### config.mk
export PLATFORM = sky130hd
export DESIGN_NAME = stage_ex_alu_flat
export DESIGN_NICKNAME = d
export VERILOG_FILES = /design/src/rtl/stage_ex_alu_if.sv /design/src/rtl/stage_ex_alu.sv /design/src/flat_wrapper.sv
export SDC_FILE = /design/constraint.sdc
export NUM_CORES = 1
export LEC_CHECK = 0
export BUFFER_PORTS_ARGS = -buffer_cell sky130_fd_sc_hd__buf_2
export CORE_ASPECT_RATIO = 0.8
export CORE_MARGIN = 2
export CORE_UTILIZATION = 30
export DETAILED_ROUTE_END_ITERATION = 6
export PLACE_DENSITY = 0.55
export SLEW_MARGIN = 20
export SYNTH_ARGS = -nofsm -noshare
export SYNTH_HDL_FRONTEND = slang
export SYNTH_SLANG_ARGS = --single-unit
### constraint.sdc
create_clock -name clk -period 10.4 [get_ports clk]
set_clock_uncertainty 0.1 [all_clocks]
set_input_delay 1.04 -clock clk [delete_from_list [all_inputs] [get_ports clk]]
set_output_delay 1.04 -clock clk [all_outputs]
set_load 0.03 [all_outputs]
### src/rtl/stage_ex_alu_if.sv
// Operand/result bundle between the ID/EX register and the EX-stage ALU.
// The ALU drives the result, zero flag and pipeline stall back out.
interface stage_ex_alu_if;
    logic [2:0]  ALUOp_in;
    logic        ALUSrc_in;
    logic [31:0] RD1_in;
    logic [31:0] RD2_in;
    logic [31:0] num_in;
    logic        flush_in;
    logic [31:0] alu_result_out;
    logic        zero_out;
    logic        stall_out;

    modport master (
        output ALUOp_in, ALUSrc_in, RD1_in, RD2_in, num_in, flush_in,
        input  alu_result_out, zero_out, stall_out
    );

    modport slave (
        input  ALUOp_in, ALUSrc_in, RD1_in, RD2_in, num_in, flush_in,
        output alu_result_out, zero_out, stall_out
    );
endinterface

### src/rtl/stage_ex_alu.sv
// EX-stage ALU: combinational add/sub/logic/shift plus an iterative
// 32-step multiply/divide unit that stalls upstream until done.
module stage_ex_alu (
    input logic           clk,
    input logic           rst,
    stage_ex_alu_if.slave bus
);

    typedef enum logic [1:0] {IDLE, BUSY, DONE} state_t;

    state_t      state;
    logic [4:0]  cnt;
    logic [31:0] a_q;
    logic [31:0] b_q;
    logic [31:0] rem_q;
    logic [31:0] res_q;
    logic        div_q;

    logic [31:0] op_b;
    logic [31:0] comb_res;
    logic        is_md;
    logic [31:0] mul_acc;
    logic [32:0] trial;
    logic [32:0] diff;
    logic        ge;
    logic [31:0] rem_n;
    logic [31:0] quo_n;
    logic [31:0] result;

    assign op_b  = bus.ALUSrc_in ? bus.num_in : bus.RD2_in;
    assign is_md = bus.ALUOp_in[2] & bus.ALUOp_in[1];

    always_comb begin
        comb_res = 32'd0;
        unique case (bus.ALUOp_in)
            3'b000:  comb_res = bus.RD1_in + op_b;
            3'b001:  comb_res = bus.RD1_in - op_b;
            3'b010:  comb_res = bus.RD1_in & op_b;
            3'b011:  comb_res = bus.RD1_in | op_b;
            3'b100:  comb_res = bus.RD1_in << op_b[4:0];
            3'b101:  comb_res = bus.RD1_in >> op_b[4:0];
            3'b110:  comb_res = 32'd0;
            3'b111:  comb_res = 32'd0;
            default: comb_res = 32'd0;
        endcase
    end

    // Multiply: a_q is the left-shifting multiplicand, b_q the right-shifting multiplier.
    assign mul_acc = b_q[0] ? res_q + a_q : res_q;

    // Divide: a_q shifts dividend bits out and quotient bits in; b = 0 yields all ones.
    assign trial = {rem_q, a_q[31]};
    assign diff  = trial - {1'b0, b_q};
    assign ge    = ~diff[32];
    assign rem_n = ge ? diff[31:0] : trial[31:0];
    assign quo_n = {a_q[30:0], ge};

    always_ff @(negedge clk or negedge rst) begin
        if (!rst) begin
            state <= IDLE;
            cnt   <= 5'd0;
            a_q   <= 32'd0;
            b_q   <= 32'd0;
            rem_q <= 32'd0;
            res_q <= 32'd0;
            div_q <= 1'b0;
        end else if (bus.flush_in) begin
            state <= IDLE;
        end else begin
            unique case (state)
                IDLE: begin
                    if (is_md) begin
                        a_q   <= bus.RD1_in;
                        b_q   <= op_b;
                        rem_q <= 32'd0;
                        res_q <= 32'd0;
                        cnt   <= 5'd0;
                        div_q <= bus.ALUOp_in[0];
                        state <= BUSY;
                    end
                end
                BUSY: begin
                    if (div_q) begin
                        a_q   <= quo_n;
                        rem_q <= rem_n;
                        res_q <= quo_n;
                    end else begin
                        res_q <= mul_acc;
                        a_q   <= a_q << 1;
                        b_q   <= b_q >> 1;
                    end
                    cnt <= cnt + 5'd1;
                    if (cnt == 5'd31) state <= DONE;
                end
                DONE:    state <= IDLE;
                default: state <= IDLE;
            endcase
        end
    end

    assign result = !rst ? 32'd0 :
                    (state == DONE) ? res_q : comb_res;

    assign bus.alu_result_out = result;
    assign bus.zero_out       = ~|result;
    assign bus.stall_out      = rst && !bus.flush_in &&
                                ((state == BUSY) || (state == IDLE && is_md));

endmodule
### src/flat_wrapper.sv
// flat-port wrapper written by rule: the top's interface ports become plain ports
module stage_ex_alu_flat 
  (clk, rst, bus_ALUOp_in, bus_ALUSrc_in, bus_RD1_in, bus_RD2_in, bus_num_in, bus_flush_in, bus_alu_result_out, bus_zero_out, bus_stall_out);
  stage_ex_alu_if bus_i ();
  input logic clk;
  input logic rst;
  input wire logic [$bits(bus_i.ALUOp_in)-1:0] bus_ALUOp_in;
  input wire logic [$bits(bus_i.ALUSrc_in)-1:0] bus_ALUSrc_in;
  input wire logic [$bits(bus_i.RD1_in)-1:0] bus_RD1_in;
  input wire logic [$bits(bus_i.RD2_in)-1:0] bus_RD2_in;
  input wire logic [$bits(bus_i.num_in)-1:0] bus_num_in;
  input wire logic [$bits(bus_i.flush_in)-1:0] bus_flush_in;
  output wire logic [$bits(bus_i.alu_result_out)-1:0] bus_alu_result_out;
  output wire logic [$bits(bus_i.zero_out)-1:0] bus_zero_out;
  output wire logic [$bits(bus_i.stall_out)-1:0] bus_stall_out;
  assign bus_i.ALUOp_in = bus_ALUOp_in;
  assign bus_i.ALUSrc_in = bus_ALUSrc_in;
  assign bus_i.RD1_in = bus_RD1_in;
  assign bus_i.RD2_in = bus_RD2_in;
  assign bus_i.num_in = bus_num_in;
  assign bus_i.flush_in = bus_flush_in;
  assign bus_alu_result_out = bus_i.alu_result_out;
  assign bus_zero_out = bus_i.zero_out;
  assign bus_stall_out = bus_i.stall_out;
  stage_ex_alu u_core (.clk(clk), .rst(rst), .bus(bus_i));
endmodule
==> flow_metrics.tcl <==
set metrics [dict create \
    run_status "complete, no violations" \
    die_area_um2 58600 \
    layout_setup_ws_ps 186 \
    grt_start_max_net_pins 76 \
    power_frac_clock 0.176 \
    synth.net_count 2394 \
    crit_end "bus_zero_out" \
    synth_top_area_cell "dfrtn_1" \
    power.combinational.fraction 0.579 \
    slew_headroom 0.300 \
    postSynthRegisterBits 136 \
    post_route_cells_drive_above_1_share 0.143 \
    place_area_um2 18400 \
    count_of_inserted_antenna_diode_cells 0 \
    worstRegToRegCells 14 \
    startpoint "u_core.state[0]" \
    dr.first_iter.drc_count 2301 \
    timing.critical_path.from_type "register" \
    grt_remaining_overflow 0 \
    final-instance-count-excl-fill 2995 \
    cts_root_buf "clkbuf_16" \
    cts-hold-fix-buffers 0 \
    max_stage_delay_ps 540 \
    cts_tree "built" \
    power_switching_mw 1.89 \
    finalSetupTns_ps 0 \
    seq_area_frac_synth 0.200 \
    average_vias_per_placed_instance 6.01 \
    syn2layout_area_growth_pct 11.8 \
    worst_setup_hold_path_clk_slew_ps 50 \
    sw_frac_of_total 0.481 \
    hold_violation_count_in_the_final_report 0 \
    wire_per_inst_um 26.0 \
    routed-via-count 18014 \
    worst_setup_path_type "register to primary output" \
    globalplace.congestion 1.03 \
    maximum_clock_path_buffer_count 2 \
    synthesis.instances 2188 \
    setup.reg_to_reg.worst_slack_ps 5330 \
    numPlacedInstances 2963 \
    port_buffers 136 \
    crit_path_max_fanout 10 \
    crit_required_ps 9260 \
    critical_path.reg2reg.startpoint "u_core.b_q[0]" \
    final_standard_cell_area_without_fillers_um2 19000 \
    htree_levels 4 \
    setup_repair_after_global_routing_missed_its_margin "no" \
    total_routing_resource_utilization_after_global_routing 0.262 \
    worstHoldPathCells 2 \
    cell_area_power_density_nw_per_um2 207 \
    post-synth-top-area-fraction 0.200 \
    place_hpwl_mm 58.8 \
    vdd_drop_max_v 0.000115 \
    synth.distinct_cells 87 \
    synth-edff-count 0 \
    number_of_cts_inserted_buffers 17 \
    finalWirelength_mm 77.9 \
    sequential_power_share 0.245 \
    synth.top_cells.by_count "nand2_1 (306), nor2_1 (193), a21oi_1 (185)" \
    count_of_warnings_emitted_by_yosys 0 \
    setup_viol 0 \
    drt_pass1_iterations 6 \
    drt_drc_violations_left 0 \
    fp.dieW_um 270 \
    num-nets-final 2438 \
    timing_worst_slew_pin_value_ps 1050 \
    r2r-end "u_core.rem_q[15]" \
    synth-async-reset-ratio 1.00 \
    cpMostUsedCell "or4_1" \
    die-height_um 217 \
    detail_route_antenna_nets 0 \
    cap_violations 0 \
    top_level_ports 137 \
    netlist_area_um2 17000 \
    path_cells "nand2b_1, nand2_1, or4_1, mux2i_1, nor4b_4, o21bai_1, or4_1, nor4_2, nand4_1, nor2_1, buf_2" \
    min-delay-path-class "register to register" \
    syn_avg_cell_area_um2 7.77 \
    synthFlopType "dfrtn_1" \
    coreArea_um2 55600 \
    p_int_mw 2.04 \
    critical_path.endpoint_type "primary output" \
    floorplan.rows 77 \
    clock_latency_ps 440 \
    worst-endpoint-arrival_ps 9070 \
    top_cells_by_area_synth "dfrtn_1 (20%), ha_1 (7.4%), mux4_2 (7.2%)" \
    fin_total_pwr_mw 3.92 \
    library_cell_with_the_highest_instance_count_after_synthesis "nand2_1" \
    critPathSlowestCell "or4_1" \
    power.leakage_nw 8.23 \
    cts_sinks 136 \
    maxSlewViolCount 0 \
    detailedPlace.worstSlack_ps 610 \
    initial_core_util 0.306 \
    initial_antenna_violation_count 3 \
    first_pass_grt_wire_length_mm 115 \
    via_count_of_the_first_global_routing_pass 16811 \
]
logic make-up after synthesis:
family          synth area share
xor+xnor                  0.0510
fa+ha+maj                 0.0872
mux                        0.161
flops                      0.200
simple gates               0.194
buf+inv                   0.0538
compound gates             0.252
critical path: cells and delay by family (launching register included):
| family | cells | cell delay (ps) |
|---|---|---|
| flops | 1 | 480 |
| compound gates | 1 | 160 |
| simple gates | 8 | 2240 |
| buf+inv | 1 | 230 |
| mux | 1 | 330 |
area by class of cell:
| class | instances | area, µm² |
|---|---|---|
| timing repair buffer | 179 | 1010 |
| clock inverter | 14 | 194 |
| tap | 750 | 938 |
| clock buffer | 18 | 439 |
| fill | 5870 | 36600 |
| sequential | 136 | 3400 |
| inverter | 66 | 253 |
| multi-input combinational | 1832 | 12800 |
placed cells by master (no fill, tap or decap), drive strengths merged, types with 43 or more instances in the layout:
| cell type | count |
|---|---|
| a21o | 51 |
| ha | 100 |
| nand3 | 56 |
| nand2 | 306 |
| a31oi | 49 |
| mux2i | 119 |
| nor2 | 193 |
| buf | 179 |
| inv | 69 |
| nor3 | 43 |
| dfrtn | 136 |
| xnor2 | 61 |
| o21ai | 180 |
| a21oi | 185 |
| mux4 | 58 |
stage by stage:
stage | util | hold WS [ps]
finish | 0.342 | 358
global route | 0.342 | 397
CTS | 0.342 | 362
detailed placement | 0.330 | 362
global placement | 0.330 | 352
floorplan | - | 331
routing by layer:
metal | vias to the layer above | track usage | routed length, µm
met5 | - | 0 | 23
met4 | 4 | 0.0672 | 1700
met3 | 113 | 0.0997 | 9540
met2 | 964 | 0.371 | 31600
met1 | 8778 | 0.370 | 35100
li1 | 8155 | - | -
state kept, by name, summed over array words and instances, names as in the netlist:
name / flops
u_core.b_q: 32
u_core.res_q: 32
u_core.div_q: 1
u_core.rem_q: 32
u_core.a_q: 32
u_core.cnt: 5
u_core.state: 2
what timing repair did:
item	CTS	global route
setup buffers	0	0
resized for setup	0	1
setup endpoints to repair	0	1
power by group through the flow:
| stage | combinational (mW) | sequential [mW] | clock (mW) |
|---|---|---|---|
| floorplan | 1.69 | 0.847 | 0 |
| global placement | 2.18 | 0.955 | 0 |
| detailed placement | 2.21 | 0.959 | 0 |
| CTS | 2.23 | 0.951 | 0.705 |
| global route | 2.50 | 0.983 | 0.719 |
| finish | 2.27 | 0.961 | 0.689 |
how the worst min path moves through the flow:
stage	from	endpoint	slack, ps
4_1_cts	u_core.b_q[25]	u_core.b_q[25]	360
3_5_place_dp	u_core.b_q[6]	u_core.b_q[6]	360
3_3_place_gp	u_core.b_q[18]	u_core.b_q[18]	350
5_1_grt	u_core.b_q[25]	u_core.b_q[25]	400
2_1_floorplan	u_core.b_q[28]	u_core.b_q[28]	330
6_report	u_core.b_q[23]	u_core.b_q[23]	360
Note: power is estimated with default switching activity, not from simulation.
